<file path="config.mk">
export PLATFORM = sky130hd
export DESIGN_NAME = interval_timer
export DESIGN_NICKNAME = d
export VERILOG_FILES = /design/src/rtl/interval_pkg.sv /design/src/rtl/level_edge_sync.sv /design/src/rtl/interval_timer.sv
export SDC_FILE = /design/constraint.sdc
export NUM_CORES = 1
export LEC_CHECK = 0
export ABC_AREA = 1
export BUFFER_PORTS_ARGS = -buffer_cell sky130_fd_sc_hd__buf_2
export CAP_MARGIN = 15
export CORE_UTILIZATION = 56
export DETAILED_ROUTE_END_ITERATION = 10
export PLACE_DENSITY = 0.83
export SLEW_MARGIN = 20
export SYNTH_ARGS = -nofsm -noshare
export SYNTH_HDL_FRONTEND = slang
export SYNTH_SLANG_ARGS = --single-unit
export TNS_END_PERCENT = 1
</file>
<file path="constraint.sdc">
create_clock -name clk -period 1.95 [get_ports clk]
set_input_delay 0.195 -clock clk [delete_from_list [all_inputs] [get_ports clk]]
set_output_delay 0.195 -clock clk [all_outputs]
set_load 0.02 [all_outputs]
</file>
<file path="src/rtl/interval_pkg.sv">
// interval_pkg: shared types and constants for the interval timer.
//   phase_t     - 3-bit phase encoding driven on interval_timer.phase
//   PREP_SEC    - countdown length of the optional PREP phase
//   SEC_W_DEF   - default width of second counters
//   ROUND_W_DEF - default width of the round counter
package interval_pkg;

  localparam int SEC_W_DEF   = 8;
  localparam int ROUND_W_DEF = 5;
  localparam int PREP_SEC    = 3;

  typedef enum logic [2:0] {
    PH_IDLE   = 3'd0,
    PH_PREP   = 3'd1,
    PH_WORK   = 3'd2,
    PH_REST   = 3'd3,
    PH_PAUSED = 3'd4,
    PH_DONE   = 3'd5
  } phase_t;

endpackage

</file>
<file path="src/rtl/level_edge_sync.sv">
// level_edge_sync: brings an asynchronous level into the clk domain with a
// two-flop synchronizer and produces a registered one-cycle pulse on each
// rising edge of the synchronized level.
//   clk        in  system clock
//   rst_n      in  synchronous active-low reset
//   level_in   in  asynchronous level
//   level_sync out synchronized level (two flops after level_in)
//   rise_pulse out one-cycle pulse, high 3 cycles after level_in rises
module level_edge_sync (
  input  logic clk,
  input  logic rst_n,
  input  logic level_in,
  output logic level_sync,
  output logic rise_pulse
);

  logic meta_reg;
  logic sync_reg;
  logic sync_d_reg;
  logic rise_reg;

  always_ff @(posedge clk) begin
    if (!rst_n) begin
      meta_reg   <= 1'b0;
      sync_reg   <= 1'b0;
      sync_d_reg <= 1'b0;
      rise_reg   <= 1'b0;
    end else begin
      meta_reg   <= level_in;
      sync_reg   <= meta_reg;
      sync_d_reg <= sync_reg;
      // Cleared history means a level already high at reset release
      // yields a single pulse.
      rise_reg   <= sync_reg & ~sync_d_reg;
    end
  end

  assign level_sync = sync_reg;
  assign rise_pulse = rise_reg;

endmodule

</file>
<file path="src/rtl/interval_timer.sv">
// interval_timer: work/rest interval session sequencer for the training
// scheduler. The divider's 1 Hz and 2 kHz square waves are sampled as data.
//   clk         in  system clock
//   rst_n       in  synchronous active-low reset
//   clk_1hz_in  in  1 Hz level, rising edge = one second tick
//   clk_2khz_in in  2 kHz level, gated onto buzzer
//   start       in  pulse: latch config, begin session (IDLE/DONE only)
//   pause       in  pulse: toggle running <-> PAUSED
//   abort       in  pulse: return to IDLE
//   work_sec    in  work interval seconds
//   rest_sec    in  rest interval seconds, 0 = no rest
//   num_rounds  in  number of work intervals
//   phase       out current phase_t encoding
//   sec_left    out seconds remaining in current phase
//   round_idx   out 1-based round, 0 in IDLE
//   buzzer      out gated 2 kHz tone
//   done        out one-cycle pulse on entry to DONE
// Build option: define INTERVAL_PREP_EN to add a 3 s PREP countdown before
// the first WORK phase.
module interval_timer
  import interval_pkg::*;
#(
  parameter int SEC_W    = SEC_W_DEF,
  parameter int ROUND_W  = ROUND_W_DEF,
  parameter int BEEP_SEC = 1
) (
  input  logic               clk,
  input  logic               rst_n,
  input  logic               clk_1hz_in,
  input  logic               clk_2khz_in,
  input  logic               start,
  input  logic               pause,
  input  logic               abort,
  input  logic [SEC_W-1:0]   work_sec,
  input  logic [SEC_W-1:0]   rest_sec,
  input  logic [ROUND_W-1:0] num_rounds,
  output logic [2:0]         phase,
  output logic [SEC_W-1:0]   sec_left,
  output logic [ROUND_W-1:0] round_idx,
  output logic               buzzer,
  output logic               done
);

  localparam int BEEP_W = (BEEP_SEC < 1) ? 1 : $clog2(BEEP_SEC + 1);
  localparam logic [BEEP_W-1:0] BEEP_LOAD = BEEP_W'(BEEP_SEC);

  logic tick_1s;
  logic hz_level_unused;
  logic khz_sync;
  logic khz_rise_unused;

  level_edge_sync u_sync_1hz (
    .clk        (clk),
    .rst_n      (rst_n),
    .level_in   (clk_1hz_in),
    .level_sync (hz_level_unused),
    .rise_pulse (tick_1s)
  );

  level_edge_sync u_sync_2khz (
    .clk        (clk),
    .rst_n      (rst_n),
    .level_in   (clk_2khz_in),
    .level_sync (khz_sync),
    .rise_pulse (khz_rise_unused)
  );

  phase_t             phase_reg;
  phase_t             ret_phase_reg;
  logic [SEC_W-1:0]   sec_reg;
  logic [ROUND_W-1:0] round_reg;
  logic [BEEP_W-1:0]  beep_reg;
  logic               done_reg;
  logic [SEC_W-1:0]   work_cfg_reg;
  logic [SEC_W-1:0]   rest_cfg_reg;
  logic [ROUND_W-1:0] rounds_cfg_reg;

  logic [BEEP_W-1:0]  beep_next;
  logic               start_ok;

  assign beep_next = (beep_reg != '0) ? beep_reg - BEEP_W'(1) : beep_reg;
  assign start_ok  = (work_sec != '0) && (num_rounds != '0);

  always_ff @(posedge clk) begin
    if (!rst_n) begin
      phase_reg      <= PH_IDLE;
      ret_phase_reg  <= PH_IDLE;
      sec_reg        <= '0;
      round_reg      <= '0;
      beep_reg       <= '0;
      done_reg       <= 1'b0;
      work_cfg_reg   <= '0;
      rest_cfg_reg   <= '0;
      rounds_cfg_reg <= '0;
    end else if (abort) begin
      // Configuration survives an abort so a later start may reuse it.
      phase_reg     <= PH_IDLE;
      ret_phase_reg <= PH_IDLE;
      sec_reg       <= '0;
      round_reg     <= '0;
      beep_reg      <= '0;
      done_reg      <= 1'b0;
    end else begin
      done_reg <= 1'b0;
      case (phase_reg)
        PH_IDLE, PH_DONE: begin
          if (tick_1s) beep_reg <= beep_next;
          if (start) begin
            work_cfg_reg   <= work_sec;
            rest_cfg_reg   <= rest_sec;
            rounds_cfg_reg <= num_rounds;
            if (start_ok) begin
`ifdef INTERVAL_PREP_EN
              phase_reg <= PH_PREP;
              sec_reg   <= SEC_W'(PREP_SEC);
              round_reg <= '0;
`else
              phase_reg <= PH_WORK;
              sec_reg   <= work_sec;
              round_reg <= ROUND_W'(1);
`endif
              beep_reg  <= BEEP_LOAD;
            end
          end
        end
`ifdef INTERVAL_PREP_EN
        PH_PREP: begin
          if (pause) begin
            ret_phase_reg <= PH_PREP;
            phase_reg     <= PH_PAUSED;
          end else if (tick_1s) begin
            beep_reg <= beep_next;
            if (sec_reg > SEC_W'(1)) begin
              sec_reg <= sec_reg - SEC_W'(1);
            end else begin
              phase_reg <= PH_WORK;
              sec_reg   <= work_cfg_reg;
              round_reg <= ROUND_W'(1);
              beep_reg  <= BEEP_LOAD;
            end
          end
        end
`endif
        PH_WORK: begin
          if (pause) begin
            ret_phase_reg <= PH_WORK;
            phase_reg     <= PH_PAUSED;
          end else if (tick_1s) begin
            beep_reg <= beep_next;
            if (sec_reg > SEC_W'(1)) begin
              sec_reg <= sec_reg - SEC_W'(1);
            end else if (round_reg == rounds_cfg_reg) begin
              phase_reg <= PH_DONE;
              sec_reg   <= '0;
              done_reg  <= 1'b1;
              beep_reg  <= BEEP_LOAD;
            end else if (rest_cfg_reg != '0) begin
              phase_reg <= PH_REST;
              sec_reg   <= rest_cfg_reg;
              beep_reg  <= BEEP_LOAD;
            end else begin
              // No rest: roll straight into the next round, beeping again.
              round_reg <= round_reg + ROUND_W'(1);
              sec_reg   <= work_cfg_reg;
              beep_reg  <= BEEP_LOAD;
            end
          end
        end
        PH_REST: begin
          if (pause) begin
            ret_phase_reg <= PH_REST;
            phase_reg     <= PH_PAUSED;
          end else if (tick_1s) begin
            beep_reg <= beep_next;
            if (sec_reg > SEC_W'(1)) begin
              sec_reg <= sec_reg - SEC_W'(1);
            end else begin
              phase_reg <= PH_WORK;
              round_reg <= round_reg + ROUND_W'(1);
              sec_reg   <= work_cfg_reg;
              beep_reg  <= BEEP_LOAD;
            end
          end
        end
        PH_PAUSED: begin
          if (pause) phase_reg <= ret_phase_reg;
        end
        default: begin
          phase_reg <= PH_IDLE;
        end
      endcase
    end
  end

  assign phase     = phase_reg;
  assign sec_left  = sec_reg;
  assign round_idx = round_reg;
  assign done      = done_reg;
  assign buzzer    = khz_sync && (beep_reg != '0) && (phase_reg != PH_PAUSED);

endmodule

</file>
==> impl_metrics.csv <==
group,metric,value,unit
status,outcome,"complete, no violations",
floorplan,dieArea,5120,um^2
pwr,power.total,2.48,mW
critical_path,crit_path_start,"round_idx[2]",
synth,synth_cell_types,35,
timing,hold_viol,0,
layout,final_common_cell,"nand2_1",
timing,period_share,0.894,
timing,fin_ws,206,ps
global_route,grt_pass1_wl,11500,um
timing,layout_min_cycle_time,1740,ps
place,port-buffer-count,45,
hold_path,hp-start,"clk_2khz_in",
critical_path,rr_startpoint,"round_idx[2]",
layout,diodes,0,
timing,setup_viol,0,
timing,finClkSkew,10.0,ps
layout,utilization,0.684,
critical_path,r2r_slack,210,ps
route,post_drt_wl_per_cell,13.1,um
synth,ys_seq_elements,47,
floorplan,die_height,71.6,um
layout,seqCellArea,941,um^2
place,gp_congestion,0.923,
global_route,grt_usage,0.286,
place,dp.cells,505,
floorplan,coreArea,4500,um^2
timing,timing.slew.headroom,0.647,
critical_path,worst_r2r_path_depth,11,
layout,drive_above_1_share,0.206,
synth,syn_inst,411,
place,post-place-ws,184,ps
route,num_vias,2765,
route,avgViaCountPerCell,5.39,
cts,clk_path_buf_depth,2,
global_route,grt_pass1_vias,2635,
global_route,grt_max_degree,35,
route,first_pass_iters,4,
timing,tightest_slew,529,ps
route,drt-total-wl,6700,um
timing,clock.fmax,573,MHz
critical_path,cp_data_required_time,2160,ps
cts,cts-buffers-inserted,5,
floorplan,io_pins,46,
cts,worstSkewPairLatency,300,ps
critical_path,endpoint_kind,"flop",
cts,htreeDepth,2,
floorplan,rows,24,
critical_path,start_kind,"flop",
route,drtIter0Drc,189,
pwr,power.density,804,nW/um^2
cts,cts.sinks,47,
synth,netlist_area,2710,um^2
hold_path,hp-class,"primary input to flop",
floorplan,fp.dieW,71.6,um
critical_path,worstSetupPathType,"flop to flop",
synth,synthesis.nets,442,
critical_path,reg2reg_to,"round_idx[1]",
timing,tns,0,ps
hold_path,hold_end,"u_sync_2khz.meta_reg",
layout,area_delta_synth_final,13.7,%
place,dp_hpwl,5200,um
layout,multi_input_area,1520,um^2
layout,layout.nets,491,
floorplan,start_util,0.601,
route,drc,0,
pwr,ir_drop,0.491,mV
critical_path,path_cells,"inv_1 > nand2_1 > nand2_1 > nor2_1 > nand3_2 > nand2_1 > nand2_1 > nand2_4 > inv_2 > nor2_1 > nor2_2",
cts,cts_root_buf,"clkbuf_8",
timing,slew_violations,0,
critical_path,worstPathArrival,1950,ps
global_route,antenna_found_initial,0,
layout,finalNonFillerCells,513,
synth,yosysSeqAreaShare,0.347,
critical_path,cp_max_fo,7,
cts,cts_setup_buffers,0,
synth,synth_warnings,0,
hold_path,hold_depth,3,
synth,syn_avg_cell_area,6.59,um^2
layout,final_cell_mix,"nand2_1, nor2_1, dfxtp_1, buf_2, inv_1",
cts,path_clk_slew,90,ps
job,drv_cap,0,
layout,fillers,407,
route,postRouteAntennaNets,0,
timing,rsz0062_at_grt,"no",
timing,hold_ws,72.3,ps
place,postPlaceCellArea,2980,um^2
critical_path,max_stage_delay,450,ps
critical_path,worst_path_most_repeated_cell,"nand2_1",
layout,design_area,3080,um^2
cts,cts_tree,"built",
pwr,p_leak,1.51,nW
global_route,grt_overflow_total,0,
critical_path,cpMaxStageDelayCell,"dfxtp_1",
-- cell type report --
cell class,count,area share
clock buffers,6,0.0268
clock inverters,2,0.00447
inverters,49,0.0605
multi-input cells,306,0.494
flip-flops and latches,47,0.305
well taps,52,0.0211
repair buffers,51,0.0877
-- worst max-delay path by stage --
stage          cells past startpoint  slack [ps]            to
6_report                          11         210  round_idx[1]
3_5_place_dp                      11         180  round_idx[1]
5_1_grt                           10          60  round_idx[3]
3_3_place_gp                      11         260  round_idx[1]
2_1_floorplan                     12         200  round_idx[0]
4_1_cts                           11         160  round_idx[1]
-- kinds of logic (layout without fill, tap and decap cells) --
group / after synthesis / count (layout) / synth area share
AO/OA/AOI/OAI: 77 / 77 / 0.149
XOR/XNOR: 4 / 4 / 0.0129
adder cells (fa/ha/maj): 3 / 3 / 0.0139
buffers and inverters: 58 / 108 / 0.0928
flip-flops: 47 / 47 / 0.347
AND/OR/NAND/NOR: 222 / 222 / 0.384
-- layer usage --
| layer | part of all wire | track usage | vias up |
|---|---|---|---|
| met5 | 0 | 0 | - |
| met4 | 0.024 | 0.118 | 0 |
| met3 | 0.048 | 0.0408 | 21 |
| met2 | 0.49 | 0.502 | 87 |
| met1 | 0.44 | 0.352 | 1248 |
| li1 | - | - | 1409 |
-- power breakdown --
part,total (mW),internal (mW),leakage [nW],switching [mW]
combinational,0.756,0.254,1.08,0.503
sequential,1.09,1.03,0.385,0.0592
clock,0.634,0.290,0.0516,0.344
total,2.48,1.57,1.51,0.905
-- synthesized netlist by cell type --
cell      number  area share
nand3_2        1      0.0037
nand2_2        3      0.0069
or2_2          2      0.0046
xnor2_1        2      0.0065
o21ai_2        2      0.0065
xor2_1         2      0.0065
inv_1         39       0.054
buf_2          1      0.0018
a21oi_1       34       0.063
inv_2          8       0.011
nor2_1        53       0.073
nand2_1      110        0.15
nand3_4        1      0.0065
inv_4          1      0.0023
nor3_4         1      0.0060
nand2_4        4       0.017
nand3b_1       2      0.0055
nor2_8         2       0.015
ha_1           3       0.014
a221oi_1       1      0.0032
o21ai_1        8       0.015
nor3_1         1      0.0018
buf_6          4       0.017
clkinv_1       1      0.0014
nand3_1       30       0.055
o21ai_0       30       0.055
dfxtp_1       47        0.35
nor2_2         6       0.014
nand2_8        1      0.0074
nand4_1        2      0.0046
nor4_1         1      0.0023
clkbuf_1       4      0.0055
a21oi_2        1      0.0032
nor2_4         2      0.0083
a21boi_0       1      0.0028
-- worst max-delay path: cells and delay by family (launching register included) --
family	cells	cell delay, ps
buffers and inverters	2	150
DFF	1	450
and+or+nand+nor	9	1040
-- what timing repair did --
| item | in CTS | in global routing |
|---|---|---|
| resized for setup | 0 | 1 |
| endpoints found under the setup margin | 0 | 2 |
| hold buffers | 0 | 0 |
Note: power is estimated with default switching activity, not from simulation.
